[config.mk]
export PLATFORM = sky130hd
export DESIGN_NAME = digit_serial_adder_flat
export DESIGN_NICKNAME = d
export VERILOG_FILES = /design/src/rtl/digit_serial_adder_if.sv /design/src/rtl/digit_serial_adder.sv /design/src/flat_wrapper.sv
export SDC_FILE = /design/constraint.sdc
export NUM_CORES = 1
export LEC_CHECK = 0
export ABC_CLOCK_PERIOD_IN_PS = 2350
export CAP_MARGIN = 30
export CORE_UTILIZATION = 45
export CTS_BUF_LIST = sky130_fd_sc_hd__clkbuf_16
export DETAILED_ROUTE_END_ITERATION = 8
export PLACE_DENSITY = 0.75
export SYNTH_ARGS = -nofsm -noshare
export SYNTH_HDL_FRONTEND = slang
export SYNTH_SLANG_ARGS = --single-unit
[constraint.sdc]
create_clock -name clk -period 2.35 [get_ports clk]
set_input_delay 0.235 -clock clk [delete_from_list [all_inputs] [get_ports clk]]
set_output_delay 0.235 -clock clk [all_outputs]
set_load 0.03 [all_outputs]
[src/rtl/digit_serial_adder_if.sv]
// Valid/ready bundle for the digit-serial adder: operand request in, sum/flags response out.
interface digit_serial_adder_if #(
  parameter int WIDTH = 8
);
  logic             in_valid;
  logic             in_ready;
  logic [WIDTH-1:0] a;
  logic [WIDTH-1:0] b;
  logic             c_in;
  logic             out_valid;
  logic             out_ready;
  logic [WIDTH-1:0] sum;
  logic             c_out;
  logic             ovf;

  modport master (
    output in_valid, a, b, c_in, out_ready,
    input  in_ready, out_valid, sum, c_out, ovf
  );

  modport slave (
    input  in_valid, a, b, c_in, out_ready,
    output in_ready, out_valid, sum, c_out, ovf
  );
endinterface

[src/rtl/digit_serial_adder.sv]
// Multi-cycle ripple-carry adder: one DIGIT-bit slice plus a registered carry,
// walking the operands LS digit first; one operation in flight at a time.
//
// state  | meaning
// S_IDLE | ready for operands
// S_BUSY | adding digit cnt_q, carry held in carry_q
// S_DONE | result presented, waiting for out_ready
module digit_serial_adder #(
  parameter int WIDTH = 8,
  parameter int DIGIT = 2
) (
  input  logic                clk,
  input  logic                reset,
  digit_serial_adder_if.slave io
);
  localparam int N  = (DIGIT > 0) ? WIDTH / DIGIT : 1;
  localparam int CW = (N > 1) ? $clog2(N) : 1;
  localparam logic [CW-1:0] LAST = CW'(N - 1);

  generate
    if (WIDTH < 1 || DIGIT < 1 || DIGIT > WIDTH || (WIDTH % DIGIT) != 0) begin : g_param_check
      $error("digit_serial_adder: need 1 <= DIGIT <= WIDTH and WIDTH a multiple of DIGIT");
    end
  endgenerate

  typedef enum logic [1:0] {
    S_IDLE = 2'd0,
    S_BUSY = 2'd1,
    S_DONE = 2'd2
  } state_t;

  state_t           state_q, state_d;
  logic [CW-1:0]    cnt_q, cnt_d;
  logic             carry_q, carry_d;
  logic [WIDTH-1:0] a_q, a_d;
  logic [WIDTH-1:0] b_q, b_d;
  logic [WIDTH-1:0] sum_q, sum_d;
  logic             c_out_q, c_out_d;
  logic             ovf_q, ovf_d;
  logic             in_ready_q, in_ready_d;
  logic             out_valid_q, out_valid_d;

  logic [DIGIT-1:0] dig_a, dig_b, dig_s;
  logic             slice_c, slice_c_msb;

  // Ripple slice; slice_c_msb is the carry into the slice's top bit,
  // which on the last digit is the carry into bit WIDTH-1.
  always_comb begin
    dig_a       = a_q[int'(cnt_q)*DIGIT +: DIGIT];
    dig_b       = b_q[int'(cnt_q)*DIGIT +: DIGIT];
    dig_s       = '0;
    slice_c     = carry_q;
    slice_c_msb = carry_q;
    for (int i = 0; i < DIGIT; i++) begin
      slice_c_msb = slice_c;
      dig_s[i]    = dig_a[i] ^ dig_b[i] ^ slice_c;
      slice_c     = (dig_a[i] & dig_b[i]) | (slice_c & (dig_a[i] ^ dig_b[i]));
    end
  end

  always_comb begin
    state_d = state_q;
    cnt_d   = cnt_q;
    carry_d = carry_q;
    a_d     = a_q;
    b_d     = b_q;
    sum_d   = sum_q;
    c_out_d = c_out_q;
    ovf_d   = ovf_q;
    case (state_q)
      S_IDLE: begin
        if (io.in_valid) begin
          a_d     = io.a;
          b_d     = io.b;
          carry_d = io.c_in;
          cnt_d   = '0;
          state_d = S_BUSY;
        end
      end
      S_BUSY: begin
        sum_d[int'(cnt_q)*DIGIT +: DIGIT] = dig_s;
        carry_d = slice_c;
        cnt_d   = cnt_q + CW'(1);
        if (cnt_q == LAST) begin
          c_out_d = slice_c;
          ovf_d   = slice_c_msb ^ slice_c;
          cnt_d   = '0;
          state_d = S_DONE;
        end
      end
      S_DONE: begin
        if (io.out_ready) state_d = S_IDLE;
      end
      default: state_d = S_IDLE;
    endcase
    in_ready_d  = (state_d == S_IDLE);
    out_valid_d = (state_d == S_DONE);
  end

  always_ff @(posedge clk or posedge reset) begin
    if (reset) begin
      state_q     <= S_IDLE;
      cnt_q       <= '0;
      carry_q     <= 1'b0;
      a_q         <= '0;
      b_q         <= '0;
      sum_q       <= '0;
      c_out_q     <= 1'b0;
      ovf_q       <= 1'b0;
      in_ready_q  <= 1'b1;
      out_valid_q <= 1'b0;
    end else begin
      state_q     <= state_d;
      cnt_q       <= cnt_d;
      carry_q     <= carry_d;
      a_q         <= a_d;
      b_q         <= b_d;
      sum_q       <= sum_d;
      c_out_q     <= c_out_d;
      ovf_q       <= ovf_d;
      in_ready_q  <= in_ready_d;
      out_valid_q <= out_valid_d;
    end
  end

  assign io.in_ready  = in_ready_q;
  assign io.out_valid = out_valid_q;
  assign io.sum       = sum_q;
  assign io.c_out     = c_out_q;
  assign io.ovf       = ovf_q;
endmodule

[src/flat_wrapper.sv]
// flat-port wrapper written by rule: the top's interface ports become plain ports
module digit_serial_adder_flat 
#(
  parameter int WIDTH = 8,
  parameter int DIGIT = 2
)
  (clk, reset, io_in_valid, io_a, io_b, io_c_in, io_out_ready, io_in_ready, io_out_valid, io_sum, io_c_out, io_ovf);
  digit_serial_adder_if #(.WIDTH(WIDTH)) io_i ();
  input  logic clk;
  input  logic reset;
  input wire logic [$bits(io_i.in_valid)-1:0] io_in_valid;
  input wire logic [$bits(io_i.a)-1:0] io_a;
  input wire logic [$bits(io_i.b)-1:0] io_b;
  input wire logic [$bits(io_i.c_in)-1:0] io_c_in;
  input wire logic [$bits(io_i.out_ready)-1:0] io_out_ready;
  output wire logic [$bits(io_i.in_ready)-1:0] io_in_ready;
  output wire logic [$bits(io_i.out_valid)-1:0] io_out_valid;
  output wire logic [$bits(io_i.sum)-1:0] io_sum;
  output wire logic [$bits(io_i.c_out)-1:0] io_c_out;
  output wire logic [$bits(io_i.ovf)-1:0] io_ovf;
  assign io_i.in_valid = io_in_valid;
  assign io_i.a = io_a;
  assign io_i.b = io_b;
  assign io_i.c_in = io_c_in;
  assign io_i.out_ready = io_out_ready;
  assign io_in_ready = io_i.in_ready;
  assign io_out_valid = io_i.out_valid;
  assign io_sum = io_i.sum;
  assign io_c_out = io_i.c_out;
  assign io_ovf = io_i.ovf;
  digit_serial_adder #(.WIDTH(WIDTH), .DIGIT(DIGIT)) u_core (.clk(clk), .reset(reset), .io(io_i));
endmodule
==> summary.md <==
| Metric | Value |
|---|---|
| Status | `complete, no violations` |
| Num rows | `21` |
| Highest clock rate | `433 MHz` |
| Max Clock Skew | `0.00542 ns` |
| Gr usage total | `0.186` |
| Number of global-route vias before repair | `997` |
| Final hold violations | `0` |
| PortBufs | `32` |
| CTS clk-pin slew, worst paths | `0.05 ns` |
| CP top delay family | `adder cells` |
| WP buf/inv | `0` |
| Lkg Pwr | `0.901 nW` |
| CP max stage delay | `0.53 ns` |
| Die Ht | `61.3 um` |
| Detailed Routing Iterations Pass 1 | `3` |
| Final period util | `0.983` |
| Die ar. | `3750 sq um` |
| Max-slew violation count | `0` |
| Gp weighted congestion | `0.806` |
| Slowest CP cell | `mux4_2` |
| Share of layout cells above drive strength 1 | `0.244` |
| Final Instance Area | `2110 sq um` |
| CTS max path bufs | `2` |
| Largest net degree at the start of global routing | `34` |
| Initial Util | `0.470` |
| CTS sink count | `33` |
| Post-Route WL | `2850 um` |
| Syn nets | `149` |
| # hold bufs at CTS | `0` |
| Global-route track usage on met3 | `0.0567` |
| Worst Path Arrival | `2.49 ns` |
| Placed cells | `198` |
| Mean Syn Cell Area | `13.2 sq um` |
| DP HPWL | `2070 um` |
| Mapped Cells | `120` |
| Crit end category | `flip-flop` |
| Total CTS buffers | `5` |
| Initial drt markers | `24` |
| P&R area growth vs syn | `33.6%` |
| Global route total overflow | `0` |
| Vias per inst | `5.08` |
| Global-route wire length before repair | `4640 um` |
| DRC | `0` |
| GRT met1 Usage | `0.224` |
| WP data required | `2.53 ns` |
| Top_reg_cell synth | `dfrtp_1` |
| Largest cells by area after synthesis | `dfrtp_1, mux2_2, mux4_2, ha_1, nand2_1` |
| Initial antenna violation count | `0` |
| Max-cap viol count | `0` |
| Worst setup SP type | `flip-flop` |
| CTS root buf | `clkbuf_16` |
| Ys async rst share | `1.00` |
| Wire per inst | `13.8 um` |
| Syn. warnings | `0` |
| Worst-path fanout max | `3` |
| Number of synthesized flops with an enable pin | `0` |
| Min-Delay Path Class | `input pin to asynchronous set/reset pin` |
| VDD IR-drop max | `651 uV` |
| Placed Area | `1960 sq um` |
| H-tree depth | `2` |
| Least-Margin Pin Slew | `0.402 ns` |
| Finished Layout Cells | `206` |
| Die width | `61.3 um` |
| Cell area power density | `1450 nW/um^2` |
| CTS tree | `done` |
| GR Util met2 | `0.281` |
| Critical setup path kind | `flip-flop to flip-flop` |
| Most Crowded Layer GR | `met2` |
| Cell Area, Synth | `1580 sq um` |
| Ports | `33` |
| Vias post-DR | `1046` |
| Clock latency on the worst-skew pair | `0.28 ns` |
| Ant diodes | `0` |
| Core Region | `3360 sq um` |
| #FFs+latches synth | `33` |
| Post-route ant nets | `0` |
| Setup Viol. Count Final | `0` |
| Worst rel slew slack | `0.732` |
| RSZ-0062 raised after global routing | `yes` |
| Synth top cells by count | `dfrtp_1, mux2_2, nand2_1` |
| NumNets Final | `189` |
| Cell-by-cell listing of the critical path | `mux4_2 -> fa_2 -> fa_1 -> nand2_1 -> o41ai_2` |
| Crit path time final | `2.31 ns` |
| Cell with the most instances after synthesis | `dfrtp_1` |
| Synth area leader | `dfrtp_1` |
| Post-synth cell types | `26` |
| Fin worst setup slack | `0.0392 ns` |
| Pre-CTS setup slack | `-0.0126 ns` |
| Post-synth top area share | `0.507` |
| Post-synthesis sequential area ratio | `0.523` |
-- layout by cell type, fill, tap and decap left out, drive strengths merged --
master | netlist | layout
ha | 6 | 6
nand2 | 13 | 13
mux4 | 4 | 4
inv | 3 | 4
nand3b | 4 | 4
and2b | 1 | 1
nor2 | 6 | 6
o31ai | 4 | 4
clkbuf | 1 | 5
buf | 4 | 6
a22oi | 1 | 1
dfstp | 1 | 1
o41ai | 2 | 2
or2b | 1 | 1
nand2b | 6 | 6
mux2 | 19 | 19
a21oi | 2 | 2
clkdlybuf4s50 | 0 | 32
dfrtp | 32 | 32
o21ai | 4 | 4
o2bb2ai | 1 | 1
nor3b | 1 | 1
clkinv | 0 | 1
and4bb | 1 | 1
fa | 2 | 2
xnor2 | 1 | 1
-- cell type report --
type                            instances  area [sq um]
Clock inverter                          2          7.51
Sequential cell                        33           827
Inverter                                3          11.3
Tap cell                               46          57.6
Timing Repair Buffer                   38           365
Fill cell                             279          1250
Clock buffer                            5           125
Multi-Input combinational cell         79           717
-- where the power goes --
group          internal (mW)  switching (mW)  total, mW  leakage, nW
Combinational          0.758           0.698       1.46        0.424
Sequential             0.820           0.182       1.00        0.409
Clock                  0.378           0.226      0.604       0.0685
Total                   1.96            1.11       3.06        0.901
-- worst reg2reg max path, cell delays in order (launching register included) --
cell     delay [ns]
dfrtp_1        0.40
mux4_2         0.54
fa_2           0.38
fa_1           0.51
nand2_1        0.09
o41ai_2        0.29
-- layer usage --
metal	share of wire	up-vias
li1	-	502
met1	0.43	513
met2	0.49	24
met3	0.046	7
met4	0.032	0
met5	0	-
-- cells by family (layout without fill, tap and decap cells) --
kind of cell | after synthesis | in the layout | share of synthesized area
AO/OA/AOI/OAI | 14 | 14 | 0.0594
multiplexers | 23 | 23 | 0.192
flip-flops | 33 | 33 | 0.523
buffers and inverters | 8 | 48 | 0.0293
adder cells (fa/ha/maj) | 8 | 8 | 0.0728
AND/OR/NAND/NOR | 33 | 33 | 0.117
XOR/XNOR | 1 | 1 | 0.00554
-- metrics by stage --
| stage | setup TNS [ns] | utilization | total power, mW | hold WS (ns) |
|---|---|---|---|---|
| after floorplan | -0.0524 | - | 2.05 | 0.363 |
| after global placement | 0 | 0.584 | 2.39 | 0.462 |
| after detailed placement | -0.0126 | 0.584 | 2.44 | 0.474 |
| after CTS | 0 | 0.625 | 3.08 | 0.345 |
| after global routing | -0.0569 | 0.628 | 3.29 | 0.418 |
| final | 0 | 0.628 | 3.06 | 0.333 |
-- final timing paths --
| check | from | end | slack (ns) | cells after the start |
|---|---|---|---|---|
| setup / recovery | u_core.cnt_q[1]$_DFFE_PP0P_ | u_core.io.sum[5]$_DFFE_PP0P_ | 0.04 | 5 |
| hold / removal | reset | u_core.io.sum[0]$_DFFE_PP0P_ | 0.33 | 3 |
| setup reg to reg | u_core.cnt_q[1]$_DFFE_PP0P_ | u_core.io.sum[5]$_DFFE_PP0P_ | 0.04 | 5 |
| hold reg to reg | u_core.io.sum[2]$_DFFE_PP0P_ | u_core.io.sum[2]$_DFFE_PP0P_ | 0.48 | 2 |
| max in group asynchronous | reset | u_core.io.in_ready$_DFF_PP1_ | 1.70 | 3 |
| min in group clk | u_core.io.sum[2]$_DFFE_PP0P_ | u_core.io.sum[2]$_DFFE_PP0P_ | 0.48 | 2 |
-- state kept, by name, summed over array words and instances, names as in the netlist --
signal / count
u_core.a_q: 8
u_core.b_q: 8
u_core.carry_q: 1
u_core.cnt_q: 2
u_core.io.c_out: 1
u_core.io.in_ready: 1
u_core.io.out_valid: 1
u_core.io.ovf: 1
u_core.io.sum: 8
u_core.state_q: 2
-- repair_timing --
action,in CTS,in global routing
endpoints found under the setup margin,1,2
gates resized for setup,1,0
buffers inserted,0,1
pin swaps,0,0
Power figures use the tool's default switching activity.
